File: src/rtl/ram_fifo1rw.sv
// FIFO backed by a single-port registered RAM, with a 3-entry output buffer.
// Optional RAM_FIFO_BYPASS_EN: pushes into an empty FIFO skip the RAM and land in the buffer.
module ram_fifo1rw #(
    parameter int unsigned WIDTH    = 32,
    parameter int unsigned LG_DEPTH = 4
) (
    input  logic                clk,
    input  logic                reset,
    input  logic                in_valid,
    input  logic [WIDTH-1:0]    in_data,
    output logic                in_ready,
    output logic                out_valid,
    output logic [WIDTH-1:0]    out_data,
    input  logic                out_ready,
    output logic [LG_DEPTH+1:0] count
);

    localparam int unsigned Depth = 1 << LG_DEPTH;
    localparam logic [LG_DEPTH:0] RamFull = (LG_DEPTH + 1)'(Depth);

    // RAM storage and its registered port (reg_ram1rw behaviour)
    logic [WIDTH-1:0]    r_mem [Depth];
    logic [LG_DEPTH-1:0] r_ram_addr;
    logic [WIDTH-1:0]    r_ram_wdata;
    logic                r_ram_we;
    logic [WIDTH-1:0]    r_ram_rdata;

    logic [LG_DEPTH-1:0] r_wp;
    logic [LG_DEPTH-1:0] r_rp;
    logic [LG_DEPTH:0]   r_ram_cnt;
    logic                r_p1;
    logic                r_p2;

    logic [WIDTH-1:0]    r_ob [3];
    logic [1:0]          r_ob_wr;
    logic [1:0]          r_ob_rd;
    logic [1:0]          r_ob_cnt;

    logic [2:0]          w_occ;
    logic                w_rd_elig;
    logic                w_push;
    logic                w_pop;
    logic                w_bypass;
    logic                w_wr;
    logic                w_ob_in;
    logic [WIDTH-1:0]    w_ob_din;
    logic [LG_DEPTH-1:0] w_ram_addr;
    logic [LG_DEPTH:0]   w_ram_cnt_nxt;
    logic [1:0]          w_ob_cnt_nxt;

    always_comb begin
        w_occ     = 3'(r_ob_cnt) + 3'(r_p1) + 3'(r_p2);
        // Every in-flight read holds a reserved buffer slot
        w_rd_elig = (r_ram_cnt != '0) && (w_occ < 3'd3);
        in_ready  = !w_rd_elig && (r_ram_cnt != RamFull);
        out_valid = (r_ob_cnt != 2'd0);
        out_data  = r_ob[r_ob_rd];
        w_push    = in_valid && in_ready;
        w_pop     = out_valid && out_ready;
`ifdef RAM_FIFO_BYPASS_EN
        w_bypass  = (r_ram_cnt == '0) && !r_p1 && !r_p2 && (r_ob_cnt != 2'd3);
`else
        w_bypass  = 1'b0;
`endif
        w_wr       = w_push && !w_bypass;
        w_ob_in    = r_p2 || (w_push && w_bypass);
        w_ob_din   = r_p2 ? r_ram_rdata : in_data;
        w_ram_addr = w_rd_elig ? r_rp : r_wp;

        w_ram_cnt_nxt = r_ram_cnt;
        if (w_wr) begin
            w_ram_cnt_nxt = r_ram_cnt + (LG_DEPTH + 1)'(1);
        end else if (w_rd_elig) begin
            w_ram_cnt_nxt = r_ram_cnt - (LG_DEPTH + 1)'(1);
        end

        w_ob_cnt_nxt = r_ob_cnt;
        if (w_ob_in && !w_pop) begin
            w_ob_cnt_nxt = r_ob_cnt + 2'd1;
        end else if (!w_ob_in && w_pop) begin
            w_ob_cnt_nxt = r_ob_cnt - 2'd1;
        end

        count = (LG_DEPTH + 2)'(r_ram_cnt) + (LG_DEPTH + 2)'(r_p1) + (LG_DEPTH + 2)'(r_p2)
              + (LG_DEPTH + 2)'(r_ob_cnt);
    end

    // Write commits one edge after registration, so a read issued next cycle sees it
    always_ff @(posedge clk) begin
        r_ram_addr  <= w_ram_addr;
        r_ram_wdata <= in_data;
        if (r_ram_we) begin
            r_mem[r_ram_addr] <= r_ram_wdata;
        end
        r_ram_rdata <= r_mem[r_ram_addr];
        if (w_ob_in) begin
            r_ob[r_ob_wr] <= w_ob_din;
        end
    end

    always_ff @(posedge clk or posedge reset) begin
        if (reset) begin
            r_ram_we  <= 1'b0;
            r_wp      <= '0;
            r_rp      <= '0;
            r_ram_cnt <= '0;
            r_p1      <= 1'b0;
            r_p2      <= 1'b0;
            r_ob_wr   <= 2'd0;
            r_ob_rd   <= 2'd0;
            r_ob_cnt  <= 2'd0;
        end else begin
            r_ram_we  <= w_wr;
            r_ram_cnt <= w_ram_cnt_nxt;
            r_p1      <= w_rd_elig;
            r_p2      <= r_p1;
            r_ob_cnt  <= w_ob_cnt_nxt;
            if (w_wr) begin
                r_wp <= r_wp + LG_DEPTH'(1);
            end
            if (w_rd_elig) begin
                r_rp <= r_rp + LG_DEPTH'(1);
            end
            if (w_ob_in) begin
                r_ob_wr <= (r_ob_wr == 2'd2) ? 2'd0 : r_ob_wr + 2'd1;
            end
            if (w_pop) begin
                r_ob_rd <= (r_ob_rd == 2'd2) ? 2'd0 : r_ob_rd + 2'd1;
            end
        end
    end

endmodule

File: config.mk
export PLATFORM = sky130hd
export DESIGN_NAME = ram_fifo1rw
export DESIGN_NICKNAME = d
export VERILOG_FILES = /design/src/rtl/ram_fifo1rw.sv
export SDC_FILE = /design/constraint.sdc
export NUM_CORES = 1
export LEC_CHECK = 0
export BUFFER_PORTS_ARGS = -buffer_cell sky130_fd_sc_hd__clkbuf_2
export CORE_ASPECT_RATIO = 1.4
export CORE_MARGIN = 4
export CORE_UTILIZATION = 66
export DETAILED_ROUTE_END_ITERATION = 8
export PLACE_DENSITY = 0.84
export SLEW_MARGIN = 10
export SYNTH_ARGS = -nofsm -noshare
export SYNTH_HDL_FRONTEND = slang
export SYNTH_SLANG_ARGS = --single-unit
export TNS_END_PERCENT = 10
File: constraint.sdc
create_clock -name clk -period 6.67 [get_ports clk]
set_input_delay 0.3335 -clock clk [delete_from_list [all_inputs] [get_ports clk]]
set_output_delay 0.3335 -clock clk [all_outputs]
set_load 0.005 [all_outputs]
==> metrics.csv <==
metric,value,unit
fill count,1981,
DR vias/cell,6.59,
VDD IR max,0.283,mV
Std-Cell Rows,85,
Register Area,20200,sq um
final RePlAce weighted congestion,0.812,
Nets,1371,
CTS tree,yes,
Rel. slew slack,0.187,
Worst path slowest cell,dfrtp_1,
DR DRC count,0,
H-tree Lvls,2,
Clock Pin Slew Worst Setup and Hold Paths,0.07,ns
Syn Inst Count,1186,
Setup Skew,0.0204,ns
Die H,243,um
kind of end point of the critical path,flop,
worst-path fanout max,7,
sequential share of the synthesized area,0.776,
n_diodes,0,
TNS Setup,0,ns
Post-synth EDFFs,608,
"flops & latches, synth",698,
CP Data Required Time,7.16,ns
Leakage,0.00964,uW
area occupied by multi-input gates,5610,sq um
unrepaired setup endpoints after global routing,false,
latest clock arrival within the worst-skew pair,0.60,ns
Post-Syn Nets,1236,
Worst path max stage delay,0.44,ns
Max Cap Violations,0,
Tmin final,3.40,ns
"Warnings, synthesis",0,
Final ANT Viol Nets,0,
synthesized area,26000,sq um
Non-Filler Instances,1891,
cts repair resizes,0,
post-synth top area share,0.703,
status,finished clean,
Tightest Hold Check Type,input pin to flop,
kind of critical path,flop to flop,
Hold Fails Final Rpt,0,
CP Data Arrival Time,3.89,ns
Mapped Avg Cell Area,21.9,sq um
most frequent cells after synthesis,"edfxtp_1, mux4_2, dfxtp_1",
Detailed Routing Iterations Pass 1,7,
CP Cell Sequence,"fa_1, ha_1, a21oi_1, nand2_1, nand2_1, ha_1, o21ai_1, a21o_1, mux2_2, a211oi_1",
final worst path period share,0.509,
Clock Path Buffers,3,
1st-iter DRT viols,1616,
layout cells sized above 1,0.299,
number of global-route vias before repair,12881,
Critical Path Source Type,flop,
synth top area cells,"edfxtp_1, mux4_2, dfxtp_1",
CP top delay family,adder cells,
Die ar.,42600,sq um
largest net degree at the start of global routing,93,
total power,12900,uW
most common cell in the synthesized netlist,edfxtp_1,
Max Clk Rate,295,MHz
CP bufs+invs,0,
Power Density,442,nW/um^2
Port Buffers,75,
Async SR Flop Fraction,0.0315,
Tot GR Track Use,0.265,
first-pass GRT wire length,83500,um
antenna violations before repair,1,
dpl cells,1749,
Wirelength per Cell,29.3,um
Routed WL,55400,um
worst slew pin tran,1.22,ns
DR vias,12464,
DP HPWL,28700,um
setup violators final,0,
P&R area growth vs syn,12.6,%
TritonCTS Buffers,57,
# clock sinks,698,
grt ovf,0,
Initial Util,0.671,
final count of pins violating max slew,0,
root buffer cell,clkbuf_16,
post-synthesis cell type count,46,
core area,38700,sq um
Yosys top cell by area,edfxtp_1,
number of I/O pins,76,
"Top FF cell, synth",edfxtp_1,
die width,176,um
registers in the layout, indices dropped and copies added (netlist names):
signal and flops:
r_mem 512, r_ob 96, r_ob_cnt 2, r_ob_rd 2, r_ob_wr 2, r_p1 1, r_p2 1, r_ram_addr 4
r_ram_cnt 5, r_ram_rdata 32, r_ram_wdata 32, r_ram_we 1, r_rp 4, r_wp 4
metrics by stage:
step / setup WS (ns) / utilization / hold WS, ns / instance area, sq um
finish: 3.27 / 0.756 / 0.134 / 29300
global route: 3.04 / 0.756 / 0.151 / 29300
CTS: 3.31 / 0.755 / 0.114 / 29200
detailed placement: 3.35 / 0.698 / 0.452 / 27000
global placement: 3.49 / 0.698 / 0.447 / 27000
floorplan: 2.79 / - / 0.323 / 26000
kinds of logic after synthesis:
logic type	after synthesis	share of synthesized area
flip-flops	698	0.776
AO/OA/AOI/OAI	59	0.0141
multiplexers	228	0.167
buffers and inverters	65	0.0124
AND/OR/NAND/NOR	109	0.0184
adder cells (fa/ha/maj)	14	0.00761
XOR/XNOR	13	0.00438
final cells by class:
| cell class | count | share of cell area |
|---|---|---|
| Timing Repair Buffer | 132 | 0.0318 |
| Clock buffer | 88 | 0.0569 |
| Tap cell | 522 | 0.0223 |
| Inverter | 9 | 0.00115 |
| Sequential cell | 698 | 0.690 |
| Clock inverter | 19 | 0.00624 |
| Multi-Input combinational cell | 423 | 0.192 |
worst register-to-register path: cells and delay by family (launching register included):
family | cells | cell delay [ns]
AO/OA/AOI/OAI | 4 | 1.00
multiplexers | 1 | 0.35
flip-flops | 1 | 0.44
adder cells (fa/ha/maj) | 3 | 1.08
AND/OR/NAND/NOR | 2 | 0.44
routing by layer:
layer  up-vias  share of wire  GRT usage
met5         -              0          0
met4         0          0.031     0.0874
met3       110          0.082     0.0366
met2       741           0.52      0.441
met1      6497           0.37      0.374
li1       5116              -          -
final timing paths:
kind,slack [ns],from,end,cells after the start
max,3.27,r_p1$_DFF_PP0_,r_ram_cnt[4]$_DFFE_PP0P_,10
min,0.13,in_valid,r_ram_cnt[3]$_DFFE_PP0P_,3
max reg2reg,3.27,r_p1$_DFF_PP0_,r_ram_cnt[4]$_DFFE_PP0P_,10
min reg2reg,0.48,r_wp[3]$_DFFE_PP0P_,r_wp[3]$_DFFE_PP0P_,1
max in group asynchronous,5.63,reset,r_p2$_DFF_PP0_,3
min in group asynchronous,0.45,reset,r_ob_rd[1]$_DFFE_PP0P_,3
placed cells by master (no fill, tap or decap), types with 3 or more instances in the layout:
master         instances
nand2_1               58
bufinv_16              3
nor3_1                 4
mux4_2               160
nor2_4                13
clkbuf_1              21
nor3_2                 5
clkinvlp_4             3
clkbuf_8               8
dfrtp_1               19
nor2_1                10
buf_4                 21
ha_1                  11
clkbuf_2              75
o21ai_0               34
dfxtp_1               64
xor2_1                 3
edfxtp_1             608
dfrtp_2                3
nand3_1                6
a21o_1                 7
clkbuf_16             59
inv_1                  8
mux2i_1               32
dlygate4sd3_1         33
clkinv_2               9
a21oi_1                5
fa_1                   3
xnor2_1               10
mux2_2                34
power by group:
group	switching [uW]	total, uW	internal [uW]
Clock	1470	3310	1840
Sequential	558	6060	5510
Combinational	1790	3560	1770
what timing repair did:
| action | CTS | global route |
|---|---|---|
| hold buffers | 33 | 0 |
| hold endpoints to repair | 54 | 0 |
| setup buffers | 0 | 0 |
No activity file was read; power rests on OpenSTA's default activity.
